<file path="config.mk">
export PLATFORM = sky130hd
export DESIGN_NAME = rpn_tokenizer
export DESIGN_NICKNAME = d
export VERILOG_FILES = /design/src/rtl/rpn_pkg.sv /design/src/rtl/ascii_classify.sv /design/src/rtl/rpn_tokenizer.sv
export SDC_FILE = /design/constraint.sdc
export NUM_CORES = 1
export LEC_CHECK = 0
export CAP_MARGIN = 40
export CORE_MARGIN = 5
export CORE_UTILIZATION = 45
export DETAILED_ROUTE_END_ITERATION = 10
export GPL_ROUTABILITY_DRIVEN = 1
export GPL_TIMING_DRIVEN = 1
export PLACE_DENSITY = 0.71
export SLEW_MARGIN = 0
export SYNTH_ARGS = -nofsm -noshare
export SYNTH_HDL_FRONTEND = slang
export SYNTH_HIERARCHICAL = 1
export SYNTH_SLANG_ARGS = --single-unit
</file>
<file path="constraint.sdc">
create_clock -name clk -period 3.5 [get_ports clk]
set_input_delay 0.7 -clock clk [delete_from_list [all_inputs] [get_ports clk]]
set_output_delay 0.7 -clock clk [all_outputs]
set_load 0.01 [all_outputs]
</file>
<file path="src/rtl/rpn_pkg.sv">
// ============================================================================
//  Module   : rpn_pkg
//  Purpose  : Shared token kinds, operator codes, ASCII constants and the
//             character class enum for the RPN tokenizer.
//  Revision : 1.0 - initial release
// ============================================================================
`default_nettype none

package rpn_pkg;

    localparam logic [1:0] TOK_NUM = 2'd0;
    localparam logic [1:0] TOK_OP  = 2'd1;
    localparam logic [1:0] TOK_EOL = 2'd2;
    localparam logic [1:0] TOK_ERR = 2'd3;

    localparam logic [3:0] OP_ADD = 4'd0;
    localparam logic [3:0] OP_SUB = 4'd1;
    localparam logic [3:0] OP_MUL = 4'd2;
    localparam logic [3:0] OP_DIV = 4'd3;

    localparam logic [7:0] ASCII_0     = 8'h30;
    localparam logic [7:0] ASCII_9     = 8'h39;
    localparam logic [7:0] ASCII_PLUS  = 8'h2B;
    localparam logic [7:0] ASCII_MINUS = 8'h2D;
    localparam logic [7:0] ASCII_STAR  = 8'h2A;
    localparam logic [7:0] ASCII_SLASH = 8'h2F;
    localparam logic [7:0] ASCII_SPACE = 8'h20;
    localparam logic [7:0] ASCII_TAB   = 8'h09;
    localparam logic [7:0] ASCII_LF    = 8'h0A;
    localparam logic [7:0] ASCII_CR    = 8'h0D;

    typedef enum logic [2:0] {
        CLS_DIGIT   = 3'd0,
        CLS_OP      = 3'd1,
        CLS_SPACE   = 3'd2,
        CLS_EOL     = 3'd3,
        CLS_INVALID = 3'd4
    } char_class_t;

    // Token kind produced by a non-digit, non-space delimiter.
    function automatic logic [1:0] delim_kind(input char_class_t cls);
        case (cls)
            CLS_OP:  delim_kind = TOK_OP;
            CLS_EOL: delim_kind = TOK_EOL;
            default: delim_kind = TOK_ERR;
        endcase
    endfunction

endpackage

`default_nettype wire

</file>
<file path="src/rtl/ascii_classify.sv">
// ============================================================================
//  Module   : ascii_classify
//  Purpose  : Combinational byte classifier: class, digit value, operator code.
//             RPN_TOK_CRLF_EN treats carriage return as whitespace.
//  Revision : 1.0 - initial release
// ============================================================================
`default_nettype none

module ascii_classify
    import rpn_pkg::*;
(
    input  logic [7:0]  in_byte,
    output char_class_t cls,
    output logic [3:0]  digit,
    output logic [3:0]  op
);

    always_comb begin
        cls   = CLS_INVALID;
        digit = 4'd0;
        op    = 4'd0;
        if ((in_byte >= ASCII_0) && (in_byte <= ASCII_9)) begin
            cls   = CLS_DIGIT;
            digit = in_byte[3:0];
        end else begin
            case (in_byte)
                ASCII_PLUS:  begin cls = CLS_OP; op = OP_ADD; end
                ASCII_MINUS: begin cls = CLS_OP; op = OP_SUB; end
                ASCII_STAR:  begin cls = CLS_OP; op = OP_MUL; end
                ASCII_SLASH: begin cls = CLS_OP; op = OP_DIV; end
                ASCII_SPACE: cls = CLS_SPACE;
                ASCII_TAB:   cls = CLS_SPACE;
                ASCII_LF:    cls = CLS_EOL;
`ifdef RPN_TOK_CRLF_EN
                ASCII_CR:    cls = CLS_SPACE;
`endif
                default:     cls = CLS_INVALID;
            endcase
        end
    end

endmodule

`default_nettype wire

</file>
<file path="src/rtl/rpn_tokenizer.sv">
// ============================================================================
//  Module   : rpn_tokenizer
//  Purpose  : Byte-stream tokenizer emitting NUM/OP/EOL/ERR tokens over
//             valid/ready. Optional macro RPN_TOK_CRLF_EN (CR as space).
//  Revision : 1.0 - initial release
// ============================================================================
`default_nettype none

module rpn_tokenizer
    import rpn_pkg::*;
#(
    parameter int NUM_WIDTH = 16
) (
    input  logic                 clk,
    input  logic                 rst,
    input  logic                 in_valid,
    input  logic [7:0]           in_byte,
    output logic                 in_ready,
    output logic                 out_valid,
    input  logic                 out_ready,
    output logic [1:0]           out_kind,
    output logic [NUM_WIDTH-1:0] out_value,
    output logic [3:0]           out_op,
    output logic                 out_ovf
);

    typedef enum logic [1:0] {
        ST_IDLE  = 2'd0,
        ST_ACCUM = 2'd1,
        ST_PEND  = 2'd2
    } state_t;

    state_t                r_state, w_state_next;
    logic [NUM_WIDTH-1:0]  r_acc, w_acc_next;
    logic                  r_ovf, w_ovf_next;
    logic [1:0]            r_pend_kind, w_pend_kind_next;
    logic [3:0]            r_pend_op, w_pend_op_next;
    logic                  r_out_valid, w_out_valid_next;
    logic [1:0]            r_out_kind, w_out_kind_next;
    logic [NUM_WIDTH-1:0]  r_out_value, w_out_value_next;
    logic [3:0]            r_out_op, w_out_op_next;
    logic                  r_out_ovf, w_out_ovf_next;

    char_class_t           w_cls;
    logic [3:0]            w_digit;
    logic [3:0]            w_op;
    logic                  w_accept;
    logic                  w_out_fire;
    logic [NUM_WIDTH+3:0]  w_full;

    ascii_classify u_classify (
        .in_byte (in_byte),
        .cls     (w_cls),
        .digit   (w_digit),
        .op      (w_op)
    );

    assign in_ready   = !rst && (r_state != ST_PEND) && (!r_out_valid || out_ready);
    assign w_accept   = in_valid && in_ready;
    assign w_out_fire = r_out_valid && out_ready;

    // acc*10 + digit as (acc<<3)+(acc<<1)+digit; the top 4 bits flag overflow.
    assign w_full = ({4'd0, r_acc} << 3) + ({4'd0, r_acc} << 1)
                  + {{NUM_WIDTH{1'b0}}, w_digit};

    assign out_valid = r_out_valid;
    assign out_kind  = r_out_kind;
    assign out_value = r_out_value;
    assign out_op    = r_out_op;
    assign out_ovf   = r_out_ovf;

    always_comb begin
        w_state_next     = r_state;
        w_acc_next       = r_acc;
        w_ovf_next       = r_ovf;
        w_pend_kind_next = r_pend_kind;
        w_pend_op_next   = r_pend_op;
        w_out_valid_next = r_out_valid && !out_ready;
        w_out_kind_next  = r_out_kind;
        w_out_value_next = r_out_value;
        w_out_op_next    = r_out_op;
        w_out_ovf_next   = r_out_ovf;

        case (r_state)
            ST_IDLE: begin
                if (w_accept) begin
                    if (w_cls == CLS_DIGIT) begin
                        w_acc_next   = {{(NUM_WIDTH-4){1'b0}}, w_digit};
                        w_ovf_next   = 1'b0;
                        w_state_next = ST_ACCUM;
                    end else if (w_cls != CLS_SPACE) begin
                        w_out_valid_next = 1'b1;
                        w_out_kind_next  = delim_kind(w_cls);
                        w_out_value_next = '0;
                        w_out_op_next    = (w_cls == CLS_OP) ? w_op : 4'd0;
                        w_out_ovf_next   = 1'b0;
                    end
                end
            end
            ST_ACCUM: begin
                if (w_accept) begin
                    if (w_cls == CLS_DIGIT) begin
                        w_acc_next = w_full[NUM_WIDTH-1:0];
                        w_ovf_next = r_ovf || (w_full[NUM_WIDTH+3:NUM_WIDTH] != 4'd0);
                    end else begin
                        w_out_valid_next = 1'b1;
                        w_out_kind_next  = TOK_NUM;
                        w_out_value_next = r_acc;
                        w_out_op_next    = 4'd0;
                        w_out_ovf_next   = r_ovf;
                        if (w_cls == CLS_SPACE) begin
                            w_state_next = ST_IDLE;
                        end else begin
                            w_pend_kind_next = delim_kind(w_cls);
                            w_pend_op_next   = (w_cls == CLS_OP) ? w_op : 4'd0;
                            w_state_next     = ST_PEND;
                        end
                    end
                end
            end
            ST_PEND: begin
                // Delimiter token follows the NUM with no idle cycle between.
                if (w_out_fire) begin
                    w_out_valid_next = 1'b1;
                    w_out_kind_next  = r_pend_kind;
                    w_out_value_next = '0;
                    w_out_op_next    = r_pend_op;
                    w_out_ovf_next   = 1'b0;
                    w_state_next     = ST_IDLE;
                end
            end
            default: w_state_next = ST_IDLE;
        endcase
    end

    always_ff @(posedge clk or posedge rst) begin
        if (rst) begin
            r_state     <= ST_IDLE;
            r_acc       <= '0;
            r_ovf       <= 1'b0;
            r_pend_kind <= TOK_NUM;
            r_pend_op   <= 4'd0;
            r_out_valid <= 1'b0;
            r_out_kind  <= TOK_NUM;
            r_out_value <= '0;
            r_out_op    <= 4'd0;
            r_out_ovf   <= 1'b0;
        end else begin
            r_state     <= w_state_next;
            r_acc       <= w_acc_next;
            r_ovf       <= w_ovf_next;
            r_pend_kind <= w_pend_kind_next;
            r_pend_op   <= w_pend_op_next;
            r_out_valid <= w_out_valid_next;
            r_out_kind  <= w_out_kind_next;
            r_out_value <= w_out_value_next;
            r_out_op    <= w_out_op_next;
            r_out_ovf   <= w_out_ovf_next;
        end
    end

endmodule

`default_nettype wire

</file>
# --- Word-level counts from Yosys, hierarchy flattened ---
# Index checks and enable logic that the tools add are counted.
word_totals:
  out_inout_bits: 25
  inputBits: 12
  wordCells: 119
  ff_bits: 49
classes:
  order_cmp: 2
  n_addsub: 2
  mux: 59
  n_eq_ne: 22
  reduce_logical: 22
  n_bitwise: 2
op_table:
  columns: ["operator", "count"]
  rows:
  - ["$mux 16", 10]
  - ["$pmux 16 s3", 1]
  - ["$eq 8x6->1 const B", 5]
  - ["$mux 4", 9]
  - ["$pmux 16 s2", 1]
  - ["$mux 2", 12]
  - ["$add 19x17->20", 1]
  - ["$add 20x4->20", 1]
  - ["$ne 2x2->1 const B", 9]
  - ["$pmux 2 s3", 3]
  - ["$eq 8x4->1 const B", 2]
  - ["$mux 1", 16]
  - ["$pmux 4 s3", 1]
  - ["$reduce_and 5->1", 2]
  - ["$pmux 3 s3", 1]
  - ["$ge 8x6->1 const B", 1]
  - ["$le 8x6->1 const B", 1]
  - ["$reduce_and 7->1", 1]
  - ["$eq 3x2->1 const B", 2]
  - ["$logic_and 1x1->1", 6]
  - ["$pmux 1 s3", 2]
  - ["$pmux 2 s2", 1]
  - ["$reduce_and 4->1", 1]
  - ["$reduce_bool 4->1", 1]
  - ["15 further kinds", 19]

# --- Longest topological paths before layout ---
# Gate-level depths: netlist of run 1.
depth:
  depth_word: 10
  depth_mapped: 13
  mapped_depth_nobuf: 13

# --- Modules after synthesis ---
# The synthesis of run 1 kept the hierarchy.
by_module_without_submodules:
  columns: ["mod", "seq_area_each_um2", "n_inst", "area_per_inst_um2", "cells_each"]
  rows:
  - ["rpn_tokenizer", 1226.2, 1, 3166.8, 338]
  - ["ascii_classify", 0.0, 1, 193.9, 32]

# --- Worst setup path after synthesis of run 1 ---
# Ideal clock, no wire load.
synth_timing:
  path_kind: "input-to-reg"
  start: "in in_byte[6]"
  end: "reg r_acc[12]"
  arrival_ns: 3.218
  path_stages: 13
  setup_ns: 0.121
  path_slack_ns: 0.161
  required_ns: 3.379
  n_path_buf: 0
  path_cell_list: "nand4bb_1 nor2_1 and2_1 inv_1 fa_1 inv_1 fa_1 a21oi_1 o221ai_2 a31o_1 a21oi_1 xnor2_1 a22o_1"
synth_via:
  elab_chain_len: 7
  elab_cells_between_ends: 23
  cone_classes: "add/sub: 1; order compare: 2; eq/ne: 9; mux: 6; reduce/logical: 5"
synth_lines:
  columns: ["item", "line_no", "source"]
  rows:
  - ["start: declaration", "rpn_tokenizer.sv:17", "input logic [7:0] in_byte,"]
  - ["$ge 8x6->1 / $le 8x6->1 (equally long branches)", "ascii_classify.sv:22", "if ((in_byte >= ASCII_0) && (in_byte <= ASCII_9)) begin"]
  - ["$logic_and 1x1->1 *", "ascii_classify.sv:22", null]
  - ["$mux 4 *", "ascii_classify.sv:22", null]
  - ["via w_digit[3]", "rpn_tokenizer.sv:45", "logic [3:0] w_digit;"]
  - ["$add 20x4->20 *", "rpn_tokenizer.sv:64", "+ {{NUM_WIDTH{1'b0}}, w_digit};"]
  - ["$mux 16 *", "rpn_tokenizer.sv:102", "if (w_cls == CLS_DIGIT) begin"]
  - ["$mux 16 *", "rpn_tokenizer.sv:101", "if (w_accept) begin"]
  - ["$pmux 16 s2 *", "rpn_tokenizer.sv:84", "case (r_state)"]
  - ["end signal: assignment", "rpn_tokenizer.sv:150", "r_acc <= w_acc_next;"]
  - ["end: declaration", "rpn_tokenizer.sv:34", "logic [NUM_WIDTH-1:0] r_acc, w_acc_next;"]
# Mark *: on every way through the listed nets, which the timed path passes. The rest lies on a longest branch. The select of a mux whose other input is x is not followed.
# A chain may end at the register's enable or synchronous reset.

# --- Worst setup path after layout of run 1 ---
layout_timing:
  start: "in in_byte[3]"
  end: "reg r_ovf"
layout_via:
  elab_chain_len: 9
  elab_cells_between_ends: 25
  cone_classes: "add/sub: 1; order compare: 2; eq/ne: 9; mux: 6; reduce/logical: 7"
layout_lines:
  columns: ["item", "line_no", "source"]
  rows:
  - ["$ge 8x6->1 / $le 8x6->1 (equally long branches)", "ascii_classify.sv:22", null]
  - ["$logic_and 1x1->1", "ascii_classify.sv:22", null]
  - ["$mux 4 *", "ascii_classify.sv:22", null]
  - ["via w_digit[3]", "rpn_tokenizer.sv:45", null]
  - ["$add 20x4->20 *", "rpn_tokenizer.sv:64", null]
  - ["$reduce_bool 4->1 *", "rpn_tokenizer.sv:104", "w_ovf_next = r_ovf || (w_full[NUM_WIDTH+3:NUM_WIDTH] != 4'd0);"]
  - ["$logic_or 1x1->1 *", "rpn_tokenizer.sv:104", null]
  - ["$mux 1 *", "rpn_tokenizer.sv:102", null]
  - ["$mux 1 *", "rpn_tokenizer.sv:101", null]
  - ["$pmux 1 s2 *", "rpn_tokenizer.sv:84", null]
  - ["end signal: assignment", "rpn_tokenizer.sv:151", "r_ovf <= w_ovf_next;"]
  - ["end: declaration", "rpn_tokenizer.sv:35", "logic r_ovf, w_ovf_next;"]
# Marks and branches as above.

==> run_results.csv, run 1 <==
group,metric,value,unit
outcome,status,"finished clean",
clock_tree,h-tree-depth,2,
timing,hold_viol,0,
die,io_pins,37,
setup_path,worstPathArrival,3.58,ns
min_path,hold_end,"out_value[7]$_DFFE_PP0P_",
synth,synth_edf_count,0,
placement,port_buffers,36,
setup_path,r2r_end,"r_ovf$_DFFE_PP0P_",
min_path,holdPathStages,2,
synth,yosysWarnings,6,
setup_path,critPathMaxFanout,4,
clock_tree,cts-root-buf,"clkbuf_8",
drt,drt_iter0_drc,59,
synth,yosysTopAreaCell,"dfrtp_1",
finish,post_route_cells_drive_above_1_share,13.9,%
finish,nNetsFinal,473,
synth,syn-cell-area,3360,sq um
pwr,power,1650,uW
pwr,power.density,396,nW/um^2
synth,synth_top_area_share,36.5,%
job,cap_viol_max_count,0,
global_routing,grt_pass1_wl,12500,um
die,die_w,96.4,um
placement,dpl.cell_count,514,
finish,syn2layout_area_growth,23.8,%
setup_path,r2r_setup_slack,0.75,ns
die,dieArea,9300,sq um
global_routing,grt_max_degree,50,
synth,ys_seq_elements,49,
timing,setup_viol,0,
clock_tree,cts_tree,"done",
setup_path,reg2regPathDepth,10,
die,fp-row-count,31,
synth,synth_common_cells,"70 x nand2_1, 49 x dfrtp_1, 36 x ha_1, 34 x o21ai_0, 21 x nor2_1",
drt,wirelength,7370,um
timing,setup-tns-final,0,ns
die,core,7250,sq um
global_routing,grt_pass1_vias,2744,
drt,drc,0,
synth,synth_top_flop_cell,"dfrtp_1",
clock_tree,cts_buffer_depth,2,
timing,fmax,293,MHz
setup_path,r2r-start,"r_acc[0]$_DFFE_PP0P_",
clock_tree,cts_made_buffers,5,
setup_path,worstPathRequired,3.67,ns
die,initial_core_util,46.3,%
timing,period_needed,3.41,ns
finish,n_antenna_cell,0,
synth,synth_area_leaders,"dfrtp_1 36%, ha_1 13%, nand2_1 7.8%",
placement,place.gp.congestion,0.899,
drt,drtPass1Iterations,4,
setup_path,cp-end-kind,"flip-flop",
placement,hpwlAfterDp,5590,um
synth,avgSynthCellArea,9.08,sq um
timing,fin_crit_sh,97.4,%
drt,routedWlPerCell,14.1,um
timing,finClkSkew,0.00686,ns
drt,routed_via_density,5.36,
synth,yosysMostFrequentCell,"nand2_1",
min_path,hold_path_class,"reg2reg",
timing,final-max-slew-violation-count,0,
global_routing,grt-ovfl-total,0,
synth,ys_seq_area_share,36.5,%
pwr,max-vdd-ir-drop,0.242,mV
synth,synth_cell_type_count,59,
setup_path,critical_path_class,"in2reg",
timing,slew_headroom,50.2,%
drt,vias,2802,
synth,async_flop_share,100,%
synth,netlist_instances,370,
global_routing,antenna_found_initial,0,
clock_tree,clk_latency,0.30,ns
global_routing,track_usage,16.8,%
setup_path,cp-start-kind,"input pin",
clock_tree,clk_pin_slew_worst_paths,0.09,ns
min_path,min_from,"out_value[7]$_DFFE_PP0P_",
pwr,p_leak,0.00196,uW
clock_tree,clock_sinks,49,
finish,layoutNonFillerInstCount,523,
timing,worst_pin_slew,0.747,ns
drt,ant_nets,0,
finish,fin_util,57.4,%
die,die_y,96.4,um
-- cells by family after synthesis --
family,Yosys count,synth area share [%]
xor gates and xnor gates,15,3.91
DFF,49,36.5
muxes,2,0.633
buffers and inverters,30,4.77
and+or+nand+nor,121,15.9
AOI/OAI and AO/OA,114,23.6
adders and majority gates,38,14.6
other,1,0.112
-- cells in the final DEF, fill, tap and decap left out, types with 3 or more instances in the layout --
cell type / count
inv_2: 4
buf_4: 22
ha_1: 35
xor2_1: 4
clkbuf_8: 6
clkdlybuf4s50_1: 30
dfrtp_1: 49
a22o_1: 11
dlymetal6s2s_1: 6
inv_1: 11
nor2_1: 19
a21oi_2: 3
nor3_1: 4
nor2_2: 3
a22oi_1: 3
a21oi_1: 15
nor2b_1: 3
xnor2_1: 11
a31oi_1: 7
and2_1: 5
o22ai_1: 3
o21ai_1: 10
nand2_1: 70
nand3_1: 5
o21a_1: 4
o21ai_0: 34
-- per-layer routing --
layer | vias up | routed length (um) | global-route usage (%)
met5 | - | 0 | 0
met4 | 0 | 157 | 5.72
met3 | 15 | 178 | 2.17
met2 | 46 | 3450 | 27.4
met1 | 1326 | 3590 | 23.2
li1 | 1415 | - | -
-- metrics by stage --
step,hold WS [ns],instance area (sq um),worst slack [ns]
6_report,0.484,4160,0.0907
5_1_grt,0.515,4160,-0.000420
4_1_cts,0.491,4090,0.00465
3_5_place_dp,0.470,3940,-0.489
3_3_place_gp,0.461,3920,-0.413
2_1_floorplan,0.450,3360,0.161
-- what timing repair did --
item / in CTS / in global routing
pin swaps: 7 / 10
hold buffers: 0 / 0
cloned: 0 / 0
setup buffers: 0 / 1
setup endpoints to repair: 5 / 5
gates resized for setup: 5 / 14
-- worst max-delay path by stage --
stage,start,endpoint,slack (ns)
after global placement,in_byte[6],r_ovf$_DFFE_PP0P_,-0.41
after global routing,in_byte[3],r_ovf$_DFFE_PP0P_,-0.0004
after floorplan,in_byte[6],r_acc[12]$_DFFE_PP0P_,0.16
final,in_byte[3],r_ovf$_DFFE_PP0P_,0.09
after detailed placement,in_byte[7],r_ovf$_DFFE_PP0P_,-0.49
after CTS,in_byte[7],r_ovf$_DFFE_PP0P_,0.005
-- area by class of cell --
class,instances,area [sq um]
repair buffers,60,576
well taps,99,124
clock buffers,6,82.6
inverters,15,56.3
multi-input cells,292,2060
flip-flops and latches,49,1230
fillers,696,3090
clock inverters,2,37.5
-- report_power, final --
part | leakage (uW) | internal, uW | switching, uW
logic | 0.00123 | 219 | 369
registers | 0.000674 | 606 | 30.7
clock network | 0.0000574 | 232 | 191
-- critical path, cell delays in order --
cell and delay, ns:
clkdlybuf4s50_1 0.42, o21a_1 0.14, nor2_2 0.10, and2_4 0.15
inv_1 0.05, fa_1 0.49, inv_2 0.06, ha_4 0.28
a211oi_4 0.06, o211ai_2 0.29, a41oi_4 0.20, buf_4 0.19
o311ai_2 0.32, a41oi_2 0.14
-- registers in the layout, summed over array words and instances, names as in the netlist, 2 cells and up --
name         cells
r_acc           16
r_pend_op        4
out_value       16
r_pend_kind      2
out_op           4
r_state          2
out_kind         2
(Power assumes the default switching activity.)
==> run 2, diff against run 1 <==
==> constraint.sdc (replaced) <==
create_clock -name clk -period 3.5 [get_ports clk]
set_input_delay 0.7 -clock clk [delete_from_list [all_inputs] [get_ports clk]]
set_output_delay 0.7 -clock clk [all_outputs]
set_load 0.005 [all_outputs]
==> results of run 2 <==
The final DEF is identical to that of run 1. Status: finished clean.
Among the figures that moved: total power 1650 uW -> 1640 uW
